==> src/rtl/uart_mmio_pkg.sv <==
// Shared register offsets, STATUS/IRQEN bit positions and the STATUS payload layout
// for the memory-mapped UART FIFO front end.
package uart_mmio_pkg;

  localparam int unsigned OFF_W = 5;

  localparam logic [OFF_W-1:0] OFF_STATUS = 5'h00;
  localparam logic [OFF_W-1:0] OFF_RXDATA = 5'h04;
  localparam logic [OFF_W-1:0] OFF_TXDATA = 5'h08;
  localparam logic [OFF_W-1:0] OFF_IRQEN  = 5'h0C;
  localparam logic [OFF_W-1:0] OFF_STATS  = 5'h10;

  localparam int unsigned ST_TX_NOT_FULL  = 0;
  localparam int unsigned ST_RX_NOT_EMPTY = 1;
  localparam int unsigned ST_TX_EMPTY     = 2;
  localparam int unsigned ST_RX_FULL      = 3;
  localparam int unsigned ST_TX_OVERFLOW  = 4;
  localparam int unsigned ST_RX_OVERRUN   = 5;

  localparam int unsigned IE_RX_NOT_EMPTY = 0;
  localparam int unsigned IE_TX_EMPTY     = 1;

  localparam int unsigned STATUS_W = 6;

  // Field order mirrors the STATUS bit positions (MSB first).
  typedef struct packed {
    logic rx_overrun;
    logic tx_overflow;
    logic rx_full;
    logic tx_empty;
    logic rx_not_empty;
    logic tx_not_full;
  } status_t;

endpackage

==> src/rtl/sync_fifo.sv <==
// Single-clock FIFO with extra-MSB pointers; push-when-full and pop-when-empty are
// ignored, while push+pop on a full FIFO is accepted.
module sync_fifo #(
  parameter int unsigned WIDTH = 8,
  parameter int unsigned DEPTH = 8
) (
  input  logic             clk,
  input  logic             rst,
  input  logic             push,
  input  logic             pop,
  input  logic [WIDTH-1:0] din,
  output logic [WIDTH-1:0] dout,
  output logic             full,
  output logic             empty
);

  localparam int unsigned AW = $clog2(DEPTH);
  localparam int unsigned PW = AW + 1;

  logic [PW-1:0]    wr_ptr;
  logic [PW-1:0]    rd_ptr;
  logic [WIDTH-1:0] mem [DEPTH];
  logic             do_push;
  logic             do_pop;

  assign empty   = (wr_ptr == rd_ptr);
  assign full    = (wr_ptr[AW] != rd_ptr[AW]) && (wr_ptr[AW-1:0] == rd_ptr[AW-1:0]);
  assign do_pop  = pop && !empty;
  // A pop in the same cycle frees the slot the push needs.
  assign do_push = push && (!full || do_pop);
  assign dout    = mem[rd_ptr[AW-1:0]];

  always_ff @(posedge clk or negedge rst) begin
    if (!rst) begin
      wr_ptr <= '0;
      rd_ptr <= '0;
    end else begin
      if (do_push) wr_ptr <= wr_ptr + PW'(1);
      if (do_pop)  rd_ptr <= rd_ptr + PW'(1);
    end
  end

  // Storage is not reset; its contents are meaningless until written.
  always_ff @(posedge clk) begin
    if (do_push) mem[wr_ptr[AW-1:0]] <= din;
  end

endmodule

==> src/rtl/uart_mmio_fifo.sv <==
// Memory-mapped UART front end: address decode, TX/RX FIFOs, sticky error flags and IRQ.
// Optional STATS register at 0x10 when UART_MMIO_STATS_EN is defined.
module uart_mmio_fifo
  import uart_mmio_pkg::*;
#(
  parameter int unsigned TX_DEPTH  = 8,
  parameter int unsigned RX_DEPTH  = 8,
  parameter logic [31:0] BASE_ADDR = 32'h8000_0000
) (
  input  logic        clk,
  input  logic        rst,
  input  logic [31:0] addr,
  input  logic [31:0] wd,
  input  logic        we,
  input  logic        re,
  output logic        hit,
  output logic [31:0] rdata,
  output logic [7:0]  tx_data,
  output logic        tx_valid,
  input  logic        tx_ready,
  input  logic [7:0]  rx_data,
  input  logic        rx_valid,
  output logic        rx_ready,
  output logic        irq
);

  logic [OFF_W-1:0] off;
  logic             acc_wr;
  logic             acc_rd;
  logic             tx_push;
  logic             tx_pop;
  logic             tx_full;
  logic             tx_empty;
  logic             rx_pop;
  logic             rx_full;
  logic             rx_empty;
  logic [7:0]       rx_head;
  logic             tx_ovf_evt;
  logic             rx_ovr_evt;
  logic             status_wr;
  logic             tx_overflow;
  logic             rx_overrun;
  logic [1:0]       irqen;
  status_t          status;
  logic [31:0]      stats_word;
  logic [31:0]      rd_mux;
  logic             unused_wd;

  assign off       = addr[OFF_W-1:0];
  assign hit       = (addr[31:5] == BASE_ADDR[31:5]);
  assign acc_wr    = we && hit;
  assign acc_rd    = re && hit;
  assign unused_wd = ^wd[31:8];

  assign tx_push   = acc_wr && (off == OFF_TXDATA);
  assign tx_valid  = !tx_empty;
  assign tx_pop    = tx_valid && tx_ready;
  assign rx_pop    = acc_rd && (off == OFF_RXDATA);
  assign rx_ready  = 1'b1;
  assign status_wr = acc_wr && (off == OFF_STATUS);

  // Drops only happen when no same-cycle pop makes room.
  assign tx_ovf_evt = tx_push && tx_full && !tx_pop;
  assign rx_ovr_evt = rx_valid && rx_full && !rx_pop;

  sync_fifo #(.WIDTH(8), .DEPTH(TX_DEPTH)) u_tx_fifo (
    .clk   (clk),
    .rst   (rst),
    .push  (tx_push),
    .pop   (tx_ready),
    .din   (wd[7:0]),
    .dout  (tx_data),
    .full  (tx_full),
    .empty (tx_empty)
  );

  sync_fifo #(.WIDTH(8), .DEPTH(RX_DEPTH)) u_rx_fifo (
    .clk   (clk),
    .rst   (rst),
    .push  (rx_valid),
    .pop   (rx_pop),
    .din   (rx_data),
    .dout  (rx_head),
    .full  (rx_full),
    .empty (rx_empty)
  );

  always_comb begin
    status              = '0;
    status.tx_not_full  = !tx_full;
    status.rx_not_empty = !rx_empty;
    status.tx_empty     = tx_empty;
    status.rx_full      = rx_full;
    status.tx_overflow  = tx_overflow;
    status.rx_overrun   = rx_overrun;
  end

  // Sticky flags: a new event in the same cycle as W1C keeps the flag set.
  always_ff @(posedge clk or negedge rst) begin
    if (!rst) begin
      tx_overflow <= 1'b0;
      rx_overrun  <= 1'b0;
      irqen       <= '0;
    end else begin
      tx_overflow <= tx_ovf_evt || (tx_overflow && !(status_wr && wd[ST_TX_OVERFLOW]));
      rx_overrun  <= rx_ovr_evt || (rx_overrun  && !(status_wr && wd[ST_RX_OVERRUN]));
      if (acc_wr && (off == OFF_IRQEN)) irqen <= wd[1:0];
    end
  end

`ifdef UART_MMIO_STATS_EN
  logic [15:0] tx_byte_count;
  logic [15:0] rx_drop_count;
  logic        stats_clr;

  assign stats_clr  = acc_wr && (off == OFF_STATS);
  assign stats_word = {rx_drop_count, tx_byte_count};

  // Saturating counters; a clear beats a same-cycle increment.
  always_ff @(posedge clk or negedge rst) begin
    if (!rst) begin
      tx_byte_count <= '0;
      rx_drop_count <= '0;
    end else if (stats_clr) begin
      tx_byte_count <= '0;
      rx_drop_count <= '0;
    end else begin
      if (tx_pop && (tx_byte_count != 16'hFFFF)) tx_byte_count <= tx_byte_count + 16'd1;
      if (rx_ovr_evt && (rx_drop_count != 16'hFFFF)) rx_drop_count <= rx_drop_count + 16'd1;
    end
  end
`else
  assign stats_word = '0;
`endif

  always_comb begin
    rd_mux = '0;
    case (off)
      OFF_STATUS: rd_mux = 32'(status);
      OFF_RXDATA: rd_mux = rx_empty ? 32'h0 : {24'h0, rx_head};
      OFF_IRQEN:  rd_mux = {30'h0, irqen};
      OFF_STATS:  rd_mux = stats_word;
      default:    rd_mux = '0;
    endcase
  end

  always_ff @(posedge clk or negedge rst) begin
    if (!rst) begin
      rdata <= '0;
      irq   <= 1'b0;
    end else begin
      if (acc_rd) rdata <= rd_mux;
      irq <= (irqen[IE_RX_NOT_EMPTY] && !rx_empty) ||
             (irqen[IE_TX_EMPTY] && tx_empty) || tx_overflow || rx_overrun;
    end
  end

endmodule

==> config.mk <==
export PLATFORM = sky130hd
export DESIGN_NAME = uart_mmio_fifo
export DESIGN_NICKNAME = d
export VERILOG_FILES = /design/src/rtl/uart_mmio_pkg.sv /design/src/rtl/sync_fifo.sv /design/src/rtl/uart_mmio_fifo.sv
export SDC_FILE = /design/constraint.sdc
export NUM_CORES = 1
export LEC_CHECK = 0
export BUFFER_PORTS_ARGS = -buffer_cell sky130_fd_sc_hd__buf_2
export CAP_MARGIN = 0
export CORE_MARGIN = 2
export CORE_UTILIZATION = 30
export CTS_CLUSTER_DIAMETER = 80
export DETAILED_ROUTE_END_ITERATION = 12
export GPL_TIMING_DRIVEN = 0
export PLACE_DENSITY = 0.47
export SYNTH_ARGS = -nofsm -noshare
export SYNTH_HDL_FRONTEND = slang
export SYNTH_SLANG_ARGS = --single-unit
export TNS_END_PERCENT = 1
==> constraint.sdc <==
create_clock -name clk -period 3.6 [get_ports clk]
set_input_delay 0.54 -clock clk [delete_from_list [all_inputs] [get_ports clk]]
set_output_delay 0.54 -clock clk [all_outputs]
set_load 0.02 [all_outputs]
==> flow_summary.yaml, run 1 <==
yosys:
  synth-xor-area-share: 0.02726
  syn_area_um2: 6701
  synth.avg_cell_area_um2: 17.59
  ys_ff_latch: 157
  synth_ff_type: "edfxtp_1"
  async_reset_ff_frac: 0.1847
  synth_cells: 381
  synth-seq-area-share: 0.6819
  synth-edff-count: 128
  synth_top_family_by_area: "multiplexers"
  yosys_warnings: 0
  synth_top_area_share: 0.5736
  synthAdderAreaFrac: 0.007468
  synth_area_leaders: "edfxtp_1, dfrtp_1, mux4_2, buf_4, mux2_2"
  synth.largest_area_cell: "edfxtp_1"
  yosysUniqueCellTypes: 43
  yosys.area_share.simple: 0.07338
  synth_mux_area_frac: 0.1464
  synth_compound_area_frac: 0.02110
cts:
  cts_resized: 0
  cts.clk_slew.worst_paths_ns: 0.06
  cts_hold_buf: 0
  cts_buffer_depth: 2
  postCtsSetupBuffers: 0
  h-tree-depth: 4
  insertion_delay_ns: 0.42
  cts_root_buf: "clkbuf_16"
  cts_sinks: 157
  cts_tree: "yes"
  tritoncts.num_buffers: 17
cells_and_area:
  area_growth_pct: 23.04
  nets: 588
  num_antenna_cells: 0
  layout-drive-gt1-share: 0.4143
  final_cells: 799
  final_util: 0.3767
power_and_ir_drop:
  power_per_cell_area_nw_per_um2: 563.4
  cellLeakagePower_uw: 0.002973
  finalPower_uw: 4645
  peakVddDrop_mv: 0.3609
run:
  drv_cap: 0
global_routing:
  first_global_vias: 3900
  grt_first_pass_wirelength_um: 22760
  grt_usage: 0.1297
  grt_antenna_before_repair: 0
  grt_max_degree: 30
  grt-ovfl-total: 0
worst_setup_path:
  worstSetupPathType: "reg -> out"
  critPathArrivalTime_ns: 2.56
  critPathMaxFanout: 10
  worstPathRequired_ns: 3.06
  crit_path_start_kind: "flop"
  worstSetupEndpointType: "output port"
status:
  outcome: "completed"
sta:
  relSlewSlack: 0.3905
  setup_violations: 0
  rsz0062_at_grt: "no"
  final_hold_viol_count: 0
  worst_pin_slew_ns: 0.9093
  finalCritPeriodShare: 0.8609
  slew_violations: 0
  fin_skew_ns: 0.008767
  max_clock_freq_mhz: 322.7
  post-route-min-period_ns: 3.099
floorplan:
  io_pins: 122
  die_h_um: 153.5
  start_util: 0.3061
  die_x_um: 153.5
  coreArea_um2: 21890
  die_area_um2: 23550
  num_rows: 54
routing:
  drt-total-wl_um: 14680
  drt_first_pass_iters: 4
  vias_per_cell: 4.616
  routedWlPerCell_um: 18.37
  drtAntennaViolNets: 0
  drt-initial-drc-count: 193
  drc_errors: 0
  num_vias: 3688
placement:
  place_congestion: 0.7478
  dp_cells: 767
  port_buffers: 72
  place_hpwl_um: 10310
hold_path:
  worstHoldPathType: "in -> async"
-- path summary, 6_finish.rpt --
kind | startpoint | endpoint | slack (ns) | cells past startpoint
max in group asynchronous | rst | rdata[7] | 2.99 | 1
min reg2reg | u_tx_fifo.rd_ptr[3] | u_tx_fifo.rd_ptr[3] | 0.49 | 1
min | rst | rdata[2] | 0.16 | 1
max | u_tx_fifo.rd_ptr[0] | tx_data[5] | 0.50 | 5
min in group clk | rx_data[3] | u_rx_fifo.mem[6][3] | 0.40 | 1
max reg2reg | u_tx_fifo.wr_ptr[0] | u_tx_fifo.mem[6][0] | 0.84 | 7
-- logic make-up after synthesis --
group / count (synthesis)
AND/OR/NAND/NOR: 77
other: 2
adder cells (fa/ha/maj): 4
buffers and inverters: 47
AO/OA/AOI/OAI: 18
flip-flops: 157
XOR/XNOR: 20
multiplexers: 56
-- Yosys cell counts, drive strengths merged, types with 3 or more instances --
library cell,instances
dfrtp,29
edfxtp,128
inv,5
buf,34
o2bb2ai,3
nand2,15
xnor2,16
o211ai,4
nor2,8
mux2,16
mux2i,8
clkbuf,8
nor3,6
xor2,4
ha,4
nor4b,7
nand3,13
mux4,32
o21a,3
nand4,3
nor4,15
-- cell type report --
cell class	count	area, um^2
tap	280	350.3
inverter	5	18.77
multi-input combinational	200	2024
fill	2089	13650
timing repair buffer	83	442.9
buffer	42	259.0
clock inverter	14	151.4
clock buffer	18	429.2
sequential	157	4569
-- sequential cells by signal (all words and copies together) (netlist names), 2 cells and up --
name / cells
irqen: 2
u_tx_fifo.rd_ptr: 4
u_rx_fifo.wr_ptr: 4
u_tx_fifo.wr_ptr: 4
u_tx_fifo.mem: 64
u_rx_fifo.mem: 64
rdata: 8
u_rx_fifo.rd_ptr: 4
-- through the flow --
| step | worst slack, ns | setup TNS, ns | hold WS [ns] | instance area [um^2] |
|---|---|---|---|---|
| after floorplan | 0.5720 | 0 | 0.2444 | 6788 |
| after global placement | -0.8683 | -55.77 | 0.4748 | 7498 |
| after detailed placement | 0.2625 | 0 | 0.4813 | 7665 |
| after CTS | 0.3971 | 0 | 0.1802 | 8245 |
| after global routing | 0.3096 | 0 | 0.2046 | 8245 |
| final | 0.5008 | 0 | 0.1572 | 8245 |
-- report_power, final --
part | leakage (uW) | total [uW] | internal (uW) | switching [uW]
Combinational | 0.00115 | 717 | 299 | 417
Clock | 0.000276 | 1770 | 1080 | 698
Sequential | 0.00154 | 2150 | 2120 | 37.4
Total | 0.00297 | 4650 | 3490 | 1150
-- placed cells by master, fill, tap and decap left out, drive strengths merged, types with 8 or more instances in the layout --
cell type	netlist	layout
edfxtp	128	128
buf	34	117
mux4	32	32
dfrtp	29	29
clkbuf	8	26
conb	2	25
mux2	16	16
xnor2	16	16
nand2	15	15
nor4	15	15
nand3	13	13
nor2	8	8
mux2i	8	8
clkinv	0	8
-- critical path: stages (launching register included) --
cell	delay (ns)
dfrtp_1	0.35
buf_2	0.36
buf_2	0.42
mux4_2	0.54
mux2_2	0.30
buf_2	0.16
-- routing by layer --
layer	routed length (um)	GRT usage	vias to the layer above
met2	7862	0.2330	82
li1	-	-	1702
met4	146	0.03233	0
met5	0	0	-
met1	6163	0.1535	1892
met3	504	0.03629	12
No activity file was read; power rests on OpenSTA's default activity.
==> run 2: changes to the inputs <==
Settings changed: CELL_PAD_IN_SITES_DETAIL_PLACEMENT set to 0, CELL_PAD_IN_SITES_GLOBAL_PLACEMENT set to 1, PLACE_DENSITY 0.47 to 0.54.
==> run 2 against run 1 <==
Clock skew rose by 0.0018 ns. First-iteration DRC count fell by 20%. Final cell count did not move. Setup slack improved by 0.022 ns. Clock-buffer cell count fell by 1. Clock power barely moved. Critical path type unchanged. Largest cell class unchanged.
==> flow_summary.yaml, run 2 (same netlist as run 1, synthesis figures left out) <==
power_and_ir_drop:
  cellLeakagePower_uw: 0.002973
  peakVddDrop_mv: 0.3433
  power_per_cell_area_nw_per_um2: 559.3
  finalPower_uw: 4609
cells_and_area:
  area_growth_pct: 22.98
  layout_commonest_cell: "edfxtp_1"
  layout-drive-gt1-share: 0.4220
  nets: 588
  nFillCells: 2069
  final_cell_mix: "edfxtp_1, buf_2, buf_4, mux4_2, dfrtp_1"
  final_util: 0.3765
  num_antenna_cells: 0
global_routing:
  grt_max_degree: 30
  grt-ovfl-total: 0
  first_global_vias: 3831
  grt_first_pass_wirelength_um: 21940
  grt_antenna_before_repair: 1
  grt_usage: 0.1255
floorplan:
  die_x_um: 153.5
  die_area_um2: 23550
  io_pins: 122
  start_util: 0.3061
  die_h_um: 153.5
  num_rows: 54
  coreArea_um2: 21890
worst_setup_path:
  crit_path_start_kind: "flop"
  reg2reg_slack_ns: 0.80
  critPathMaxFanout: 10
  critPathArrivalTime_ns: 2.54
  crit_path_end: "tx_data[5]"
  cp.depth: 5
  crit_family: "buffers and inverters"
  path_cells: "buf_2 -> buf_2 -> mux4_2 -> mux2_2 -> buf_2"
  crit_start: "u_tx_fifo.rd_ptr[0]"
  worstPathRequired_ns: 3.06
  path_buf_inv: 3
  ff2ff_path_depth: 7
  worstSetupEndpointType: "output port"
  worstSetupPathType: "reg -> out"
  cpMaxStageDelayCell: "mux4_2"
  timing.critical_path.mode_cell: "buf_2"
  slowest_delay_ns: 0.57
  regToRegEndpoint: "u_tx_fifo.mem[5][5]"
  r2r_start: "u_tx_fifo.wr_ptr[0]"
sta:
  setup_violations: 0
  fin_ws_ns: 0.5228
  fin_skew_ns: 0.01055
  rsz0062_at_grt: "no"
  final_hold_viol_count: 0
  max_clock_freq_mhz: 325.0
  whs_ns: 0.1565
  finalCritPeriodShare: 0.8548
  relSlewSlack: 0.4391
  worst_pin_slew_ns: 0.8368
  slew_violations: 0
  post-route-min-period_ns: 3.077
routing:
  drt-total-wl_um: 14130
  routedWlPerCell_um: 17.69
  drtAntennaViolNets: 0
  drt-initial-drc-count: 154
  drt_first_pass_iters: 4
  drc_errors: 0
  vias_per_cell: 4.620
  num_vias: 3691
cts:
  cts_hold_buf: 0
  cts_root_buf: "clkbuf_16"
  cts.clk_slew.worst_paths_ns: 0.07
  cts_sinks: 157
  insertion_delay_ns: 0.42
  cts_tree: "yes"
  cts_resized: 0
  cts_buffer_depth: 2
  tritoncts.num_buffers: 17
  postCtsSetupBuffers: 0
  h-tree-depth: 4
placement:
  port_buffers: 72
  place_hpwl_um: 10220
  place_congestion: 0.7016
  pre_cts_ws_ns: 0.1681
run:
  drv_cap: 0
hold_path:
  worstHoldPathType: "in -> async"
status:
  outcome: "completed"
## run 2: cell count changes in the layout (fill, tap and decap cells not counted), sizes merged
cell	previous run	this run
bufinv	3	1
clkbuf	26	25
inv	5	15
clkinv	8	1
## run 2: how the worst min path moves through the flow
stage,start,slack (ns),to
final,rst,0.16,irq
after global placement,u_rx_fifo.wr_ptr[3],0.47,u_rx_fifo.wr_ptr[3]
after global routing,rst,0.20,irq
after floorplan,rst,0.24,irq
after CTS,rst,0.18,irq
after detailed placement,u_tx_fifo.rd_ptr[3],0.48,u_tx_fifo.rd_ptr[3]
## run 2: final cells by class
type | count | area, um^2 | area share
inverters | 5 | 18.77 | 0.002277
repair buffers | 83 | 442.9 | 0.05374
clock buffers | 17 | 425.4 | 0.05162
multi-input cells | 200 | 2024 | 0.2456
clock inverters | 15 | 151.4 | 0.01837
flip-flops and latches | 157 | 4569 | 0.5544
plain buffers | 42 | 259.0 | 0.03143
well taps | 280 | 350.3 | 0.04251
## run 2: where the power goes
group,leakage [uW],internal [uW],switching (uW)
Clock,0.000276,978,774
Sequential,0.00154,2120,36.6
Combinational,0.00115,299,406
## run 2: layer usage
layer / vias up / track usage / wire length (um)
met3: 16 / 0.02892 / 570
met1: 1890 / 0.1470 / 5700
met2: 66 / 0.2247 / 7650
li1: 1717 / - / -
met4: 2 / 0.04587 / 199
met5: - / 0 / 13
## run 2: stage by stage
stage / TNS [ns] / instances / instance area (um^2)
after global placement: -53.91 / 756 / 7498
after CTS: 0 / 799 / 8242
after global routing: 0 / 799 / 8242
after floorplan: 0 / 404 / 6788
after detailed placement: 0 / 767 / 7665
final: 0 / 799 / 8242
